### src/rtl/axis_video_pattern_source.sv
// AXI4-Stream synthetic video source: ramp, colour bars, solid and coordinate patterns,
// one pixel per cycle with SOF on tuser and EOL on tlast, optional idle gap between frames.
module axis_video_pattern_source #(
  parameter int unsigned H_ACTIVE   = 1920,
  parameter int unsigned V_ACTIVE   = 1080,
  parameter int unsigned DATA_WIDTH = 64,
  parameter int unsigned FRAME_GAP  = 16
) (
  input  logic                  aclk,
  input  logic                  aresetn,
  input  logic                  aclken,
  input  logic                  enable,
  input  logic [1:0]            pattern_sel,
  input  logic [23:0]           solid_rgb,
  input  logic [15:0]           num_frames,
  output logic [DATA_WIDTH-1:0] m_axis_video_tdata,
  output logic                  m_axis_video_tvalid,
  input  logic                  m_axis_video_tready,
  output logic                  m_axis_video_tuser,
  output logic                  m_axis_video_tlast,
  output logic                  busy,
  output logic                  frame_done
);

  localparam int unsigned XW       = (H_ACTIVE > 1) ? $clog2(H_ACTIVE) : 1;
  localparam int unsigned YW       = (V_ACTIVE > 1) ? $clog2(V_ACTIVE) : 1;
  localparam int unsigned GW       = (FRAME_GAP > 1) ? $clog2(FRAME_GAP) : 1;
  localparam int unsigned GAP_LAST = (FRAME_GAP > 0) ? FRAME_GAP - 1 : 0;
  localparam logic [XW-1:0] X_LAST = XW'(H_ACTIVE - 1);
  localparam logic [YW-1:0] Y_LAST = YW'(V_ACTIVE - 1);

  localparam logic [1:0] S_IDLE = 2'd0;
  localparam logic [1:0] S_SEND = 2'd1;
  localparam logic [1:0] S_GAP  = 2'd2;
  localparam logic [1:0] S_DONE = 2'd3;

  logic [1:0]            state, state_n;
  logic [XW-1:0]         x_q, x_n;
  logic [YW-1:0]         y_q, y_n;
  logic [15:0]           frames_q, frames_n;
  logic [GW-1:0]         gap_q, gap_n;
  logic [1:0]            sel_q, sel_n;
  logic [23:0]           rgb_q, rgb_n;
  logic [15:0]           nf_q, nf_n;
  logic [DATA_WIDTH-1:0] tdata_n;
  logic                  tvalid_n, tuser_n, tlast_n, busy_n, done_n;
  logic                  load;

  // Pixel value for coordinate (px,py) under the given pattern, packed as g[9:2], b[19:12], r[29:22].
  function automatic logic [DATA_WIDTH-1:0] pixel(input logic [XW-1:0] px, input logic [YW-1:0] py,
                                                  input logic [1:0] sel, input logic [23:0] rgb);
    logic [7:0]            k, r, g, b;
    logic [2:0]            bar;
    logic [11:0]           x12, y12;
    logic [DATA_WIDTH-1:0] d;
    x12 = 12'(px);
    y12 = 12'(py);
    k   = 8'(32'(py) * 32'(H_ACTIVE) + 32'(px));
    bar = 3'((32'(px) * 32'd8) / 32'(H_ACTIVE));
    case (sel)
      2'd0:    begin r = 8'hFF - k; g = k; b = 8'd0 - {k[6:0], 1'b0}; end
      2'd1:    begin r = {8{bar[2]}}; g = {8{bar[1]}}; b = {8{bar[0]}}; end
      2'd2:    begin r = rgb[23:16]; g = rgb[15:8]; b = rgb[7:0]; end
      default: begin r = x12[7:0]; g = y12[7:0]; b = {x12[11:8], y12[11:8]}; end
    endcase
    d        = '0;
    d[29:22] = r;
    d[19:12] = b;
    d[9:2]   = g;
    return d;
  endfunction

  // Next-state and next-output logic; outputs only move on a transfer or a state change.
  always_comb begin
    state_n  = state;
    x_n      = x_q;
    y_n      = y_q;
    frames_n = frames_q;
    gap_n    = gap_q;
    sel_n    = sel_q;
    rgb_n    = rgb_q;
    nf_n     = nf_q;
    tvalid_n = m_axis_video_tvalid;
    tuser_n  = m_axis_video_tuser;
    tlast_n  = m_axis_video_tlast;
    tdata_n  = m_axis_video_tdata;
    done_n   = 1'b0;
    load     = 1'b0;
    case (state)
      S_IDLE: if (enable) begin
        sel_n    = pattern_sel;
        rgb_n    = solid_rgb;
        nf_n     = num_frames;
        frames_n = '0;
        state_n  = S_SEND;
        load     = 1'b1;
      end
      S_SEND: if (m_axis_video_tvalid && m_axis_video_tready) begin
        if (x_q != X_LAST) begin
          x_n  = x_q + XW'(1);
          load = 1'b1;
        end else begin
          x_n = '0;
          if (y_q != Y_LAST) begin
            y_n  = y_q + YW'(1);
            load = 1'b1;
          end else begin
            y_n      = '0;
            done_n   = 1'b1;
            frames_n = frames_q + 16'd1;
            tvalid_n = 1'b0;
            tuser_n  = 1'b0;
            tlast_n  = 1'b0;
            tdata_n  = '0;
            if ((nf_q != 16'd0) && (frames_n == nf_q)) begin
              state_n = S_DONE;
            end else if (!enable) begin
              state_n = S_IDLE;
            end else if (FRAME_GAP == 0) begin
              load = 1'b1;
            end else begin
              state_n = S_GAP;
              gap_n   = '0;
            end
          end
        end
      end
      S_GAP: begin
        if (gap_q == GW'(GAP_LAST)) begin
          if (enable) begin
            state_n = S_SEND;
            load    = 1'b1;
          end else begin
            state_n = S_IDLE;
          end
        end else begin
          gap_n = gap_q + GW'(1);
        end
      end
      S_DONE: if (!enable) state_n = S_IDLE;
      default: state_n = S_IDLE;
    endcase
    if (load) begin
      tvalid_n = 1'b1;
      tdata_n  = pixel(x_n, y_n, sel_n, rgb_n);
      tuser_n  = (x_n == '0) && (y_n == '0);
      tlast_n  = (x_n == X_LAST);
    end
    busy_n = (state_n == S_SEND) || (state_n == S_GAP);
  end

  // State and registered outputs; reset wins over the clock enable.
  always_ff @(posedge aclk) begin
    if (!aresetn) begin
      state               <= S_IDLE;
      x_q                 <= '0;
      y_q                 <= '0;
      frames_q            <= '0;
      gap_q               <= '0;
      sel_q               <= '0;
      rgb_q               <= '0;
      nf_q                <= '0;
      m_axis_video_tdata  <= '0;
      m_axis_video_tvalid <= 1'b0;
      m_axis_video_tuser  <= 1'b0;
      m_axis_video_tlast  <= 1'b0;
      busy                <= 1'b0;
      frame_done          <= 1'b0;
    end else if (aclken) begin
      state               <= state_n;
      x_q                 <= x_n;
      y_q                 <= y_n;
      frames_q            <= frames_n;
      gap_q               <= gap_n;
      sel_q               <= sel_n;
      rgb_q               <= rgb_n;
      nf_q                <= nf_n;
      m_axis_video_tdata  <= tdata_n;
      m_axis_video_tvalid <= tvalid_n;
      m_axis_video_tuser  <= tuser_n;
      m_axis_video_tlast  <= tlast_n;
      busy                <= busy_n;
      frame_done          <= done_n;
    end
  end

endmodule

### config.mk
export PLATFORM = sky130hd
export DESIGN_NAME = axis_video_pattern_source
export DESIGN_NICKNAME = d
export VERILOG_FILES = /design/src/rtl/axis_video_pattern_source.sv
export SDC_FILE = /design/constraint.sdc
export NUM_CORES = 1
export LEC_CHECK = 0
export ABC_AREA = 1
export BUFFER_PORTS_ARGS = -buffer_cell sky130_fd_sc_hd__buf_4
export CAP_MARGIN = 20
export CORE_MARGIN = 2
export CORE_UTILIZATION = 55
export CTS_BUF_LIST = sky130_fd_sc_hd__clkbuf_4
export DETAILED_ROUTE_END_ITERATION = 8
export GPL_TIMING_DRIVEN = 0
export PLACE_DENSITY = 0.77
export RECOVER_POWER = 50
export SYNTH_ARGS = -nofsm -noshare
export SYNTH_HDL_FRONTEND = slang
export SYNTH_SLANG_ARGS = --single-unit
### constraint.sdc
create_clock -name aclk -period 4.3 [get_ports aclk]
set_clock_uncertainty 0.2 [all_clocks]
set_input_delay 0.86 -clock aclk [delete_from_list [all_inputs] [get_ports aclk]]
set_output_delay 0.86 -clock aclk [all_outputs]
set_load 0.05 [all_outputs]
==> summary.txt <==
PWR
--------------------------------------------------------------------------------------
Gate power share ........................................................        0.256
Reg power frac ..........................................................        0.453
Clock power share .......................................................        0.292
Switching share of power ................................................       0.3611
Cell internal power dissipation .........................................     1.660 mW
Net switching power of the design .......................................    0.9384 mW
Power Total .............................................................     2.599 mW
Pwr/cell area ........................................................... 318.6 mW/mm2
Worst vdd ir ............................................................  0.0002014 V
Leakage power ...........................................................     3.572 nW

YOSYS
--------------------------------------------------------------------------------------
Primary FF master, synth ................................................ sky130_fd_sc_hd__dfxtp_1
Mean instance size in the synthesized netlist ...........................    6.607 um2
Top area cells in the synthesized netlist ............................... sky130_fd_sc_hd__dfxtp_1 (32%), sky130_fd_sc_hd__nand2_1 (11%), sky130_fd_sc_hd__nor2_1 (8.4%)
Count of yosys warnings during synthesis ................................            0
Post-synthesis cell count ...............................................         1078
Ys async rst share ......................................................            0
Count of state elements after synthesis .................................          115
Syn Std Cell Area ....................................................... 0.007122 mm2
Synth area leader ....................................................... sky130_fd_sc_hd__dfxtp_1
Proportion of synthesized chip area in sequential cells .................       0.3233
Number of different library cells in the post-synthesis netlist .........           48
Portion of synthesized cell area occupied by the leading cell type ......       0.3233
Number of synthesized flops with an enable pin ..........................            0

WORST SETUP PATH
--------------------------------------------------------------------------------------
Biggest cell delay along the critical path ..............................      0.42 ns
Buffer and inverter count on the worst path .............................            3
Worst EP required .......................................................      4.52 ns
Endpoint kind of the worst setup timing path ............................         flop
WP data arrival .........................................................      3.95 ns
Crit Path Max Fanout ....................................................            9
Library cell contributing the largest single delay on the critical path . sky130_fd_sc_hd__dfxtp_1
R2r setup slk ...........................................................      0.57 ns
Type of the worst setup path ............................................ flop to flop
Cell mode on critical path .............................................. sky130_fd_sc_hd__nand2_1
Crit path max-delay family .............................................. simple AND/OR/NAND/NOR gates
Crit start category .....................................................         flop

CTS
--------------------------------------------------------------------------------------
Buffer levels on the longest clock path .................................            2
CTS tree ................................................................          yes
Post-CTS Setup Repair Bufs ..............................................            0
Number of levels in the clock H-tree ....................................            4
Clk slew on worst S/H paths .............................................      0.10 ns
Number of resized instances in the post-cts repair step .................            0
Number of buffers added by the clock tree synthesis step ................           17
Hold buffers post-CTS ...................................................            0
Root buffer cell ........................................................ sky130_fd_sc_hd__clkbuf_4
Insertion delay to the later sink of the worst-skew pair ................      0.56 ns
Clk sinks ...............................................................          115

TIMING
--------------------------------------------------------------------------------------
Worst max-slew margin expressed relative to the limit ...................       0.1329
Worst setup margin ......................................................    0.5700 ns
RSZ-0062 raised after global routing ....................................        false
Highest attainable clock frequency ......................................    268.1 MHz
Setup TNS ...............................................................         0 ns
Period Utilization, post-route ..........................................       0.8674
Clock period minus worst slack ..........................................     3.730 ns
Final hold violation count ..............................................            0
Setup violation total in the final timing report ........................            0
Max-slew violation count ................................................            0
Slew at the pin closest to its max-slew limit ...........................     1.287 ns

FLOORPLANNING
--------------------------------------------------------------------------------------
Full die area ...........................................................  0.01387 mm2
Initial core utilization ................................................       0.5643
Total I/O pin count .....................................................          116
Num rows ................................................................           41
Core Box Area ...........................................................  0.01262 mm2
Die extent in y .........................................................     117.8 um
Die outline width .......................................................     117.8 um

ROUTE
--------------------------------------------------------------------------------------
Iter 0 DRT Violations ...................................................          785
Post-detailed-route count of antenna-violating nets .....................            0
Number of detailed-route iterations in the first pass ...................            5
DR vias .................................................................         7584
Avg WL per Cell .........................................................     15.38 um
DR DRC count ............................................................            0
Post-DR vias/cell .......................................................        5.433
Final Routed Wirelength .................................................     21.47 mm

PLACED DESIGN
--------------------------------------------------------------------------------------
IO Port Bufs ............................................................           74
HPWL after detailed placement ...........................................     16.46 mm
Cells after DPL .........................................................         1363
Post-detailed-placement cell area ....................................... 0.008039 mm2
Post-Place Setup Slack ..................................................    0.3137 ns
RePlAce Congestion ......................................................        1.026

CELLS AND AREA
--------------------------------------------------------------------------------------
Area Overhead vs Synth ..................................................       14.53%
Number of nets at the end of the flow ...................................         1264
Share of post-route cells with drive strength above 1 ...................       0.1284
Filler cell count in the final layout ...................................         1307
Post-Layout Inst Area ................................................... 0.008157 mm2
Layout Cells excl Fill ..................................................         1396

HOLD PATH
--------------------------------------------------------------------------------------
HP Class ................................................................ flop to flop

GRT
--------------------------------------------------------------------------------------
Overall overflow remaining after global route ...........................            0
Global-route wire length before repair ..................................     34.60 mm
Total routing usage reported by global routing ..........................       0.3106
Antenna violations before repair ........................................            1
Vias in the first global route ..........................................         7010
Pin count of the biggest net entering global routing ....................           17

OUTCOME
--------------------------------------------------------------------------------------
Outcome ................................................................. finished clean

FLOW RUN
--------------------------------------------------------------------------------------
Number of max-capacitance violations reported ...........................            0

[flip-flops by register name (all words and copies together), names as in the netlist]
signal               count
y_q                     11
m_axis_video_tuser       1
frame_done               1
sel_q                    2
m_axis_video_tvalid      1
m_axis_video_tlast       1
nf_q                    16
state                    2
frames_q                16
m_axis_video_tdata      24
gap_q                    4
busy                     1
rgb_q                   24
x_q                     11
[through the flow]
step | hold slack [ns] | utilization
3_3_place_gp | 0.2526 | 0.6370
2_1_floorplan | 0.2396 | -
5_1_grt | 0.2838 | 0.6463
6_report | 0.2712 | 0.6463
3_5_place_dp | 0.2585 | 0.6370
4_1_cts | 0.2734 | 0.6572
[power by group through the flow]
stage | combinational, mW | sequential (mW) | clock, mW
after floorplan | 0.435 | 1.24 | 0
after global placement | 0.657 | 1.20 | 0
after detailed placement | 0.663 | 1.20 | 0
after CTS | 0.666 | 1.18 | 0.761
after global routing | 0.722 | 1.18 | 0.808
final | 0.664 | 1.18 | 0.758
[metal layers]
layer | share of wire | GRT usage | up-vias | routed length [um]
met4 | 0.033 | 0.1235 | 0 | 707
li1 | - | - | 3774 | -
met5 | 0 | 0 | - | 0
met1 | 0.44 | 0.3970 | 3432 | 9404
met2 | 0.45 | 0.4964 | 326 | 9571
met3 | 0.083 | 0.08576 | 52 | 1788
[synth_stat cells (4+ instances only)]
cell type	instances
sky130_fd_sc_hd__mux2i_1	5
sky130_fd_sc_hd__nor2_4	5
sky130_fd_sc_hd__o21ai_0	84
sky130_fd_sc_hd__nor2_1	159
sky130_fd_sc_hd__inv_2	11
sky130_fd_sc_hd__nand2_2	9
sky130_fd_sc_hd__clkinv_1	5
sky130_fd_sc_hd__nor2_2	8
sky130_fd_sc_hd__nor3_1	27
sky130_fd_sc_hd__a211oi_1	5
sky130_fd_sc_hd__o21a_1	4
sky130_fd_sc_hd__o2111ai_1	9
sky130_fd_sc_hd__a31oi_1	5
sky130_fd_sc_hd__clkbuf_1	39
sky130_fd_sc_hd__nand2_4	5
sky130_fd_sc_hd__a21oi_1	101
sky130_fd_sc_hd__nand4_1	26
sky130_fd_sc_hd__or2_2	6
sky130_fd_sc_hd__buf_4	41
sky130_fd_sc_hd__xnor2_1	4
sky130_fd_sc_hd__nand3_1	38
sky130_fd_sc_hd__nor4_1	6
sky130_fd_sc_hd__dfxtp_1	115
sky130_fd_sc_hd__xor2_1	17
sky130_fd_sc_hd__inv_1	87
sky130_fd_sc_hd__ha_1	7
sky130_fd_sc_hd__nand2_1	201
sky130_fd_sc_hd__o211ai_1	16
[layout by cell type, fill, tap and decap left out, types with 9 or more instances in the layout]
cell	Yosys	routed
sky130_fd_sc_hd__inv_1	87	89
sky130_fd_sc_hd__a21oi_1	101	101
sky130_fd_sc_hd__nand3_1	38	38
sky130_fd_sc_hd__nor3_1	27	27
sky130_fd_sc_hd__nand4_1	26	26
sky130_fd_sc_hd__clkinv_1	5	12
sky130_fd_sc_hd__xor2_1	17	17
sky130_fd_sc_hd__conb_1	1	40
sky130_fd_sc_hd__buf_4	41	85
sky130_fd_sc_hd__clkbuf_1	39	69
sky130_fd_sc_hd__o21ai_0	84	85
sky130_fd_sc_hd__o2111ai_1	9	9
sky130_fd_sc_hd__dfxtp_1	115	115
sky130_fd_sc_hd__o211ai_1	16	16
sky130_fd_sc_hd__clkbuf_4	0	18
sky130_fd_sc_hd__nand2_1	201	202
sky130_fd_sc_hd__nor2_1	159	163
[cell families after synthesis]
kind of cell               count (synthesis)  share of synthesized area
buffers and inverters                    185                     0.1210
and+or+nand+nor                          501                     0.3171
adders and majority gates                  7                    0.01230
muxes                                      5                   0.007028
DFF                                      115                     0.3233
AOI/OAI and AO/OA                        243                     0.1929
other                                      1                  0.0005266
xor gates and xnor gates                  21                    0.02582
[tightest hold or removal path, delay by kind of cell, from the launching register on]
kind	cells	cell delay, ns
DFF	1	0.32
AOI/OAI and AO/OA	1	0.06
and+or+nand+nor	1	0.06
[layout make-up]
| cell class | instances | area [um2] | share of cell area |
|---|---|---|---|
| diodes | 1 | 2.502 | 0.0003068 |
| clock buffers | 18 | 135.1 | 0.01657 |
| clock inverters | 14 | 120.1 | 0.01473 |
| well taps | 172 | 215.2 | 0.02638 |
| repair buffers | 74 | 442.9 | 0.05430 |
| flip-flops and latches | 115 | 2302 | 0.2823 |
| plain buffers | 81 | 459.2 | 0.05630 |
| inverters | 104 | 402.9 | 0.04939 |
| multi-input cells | 817 | 4076 | 0.4998 |
[path summary, 6_finish.rpt]
check                               from                endpoint  depth (start not counted)
hold reg to reg   m_axis_video_tdata[14]  m_axis_video_tdata[14]                          2
setup / recovery                  x_q[0]  m_axis_video_tdata[14]                         25
hold / removal    m_axis_video_tdata[14]  m_axis_video_tdata[14]                          2
setup reg to reg                  x_q[0]  m_axis_video_tdata[14]                         25
No activity file was read; power rests on OpenSTA's default activity.
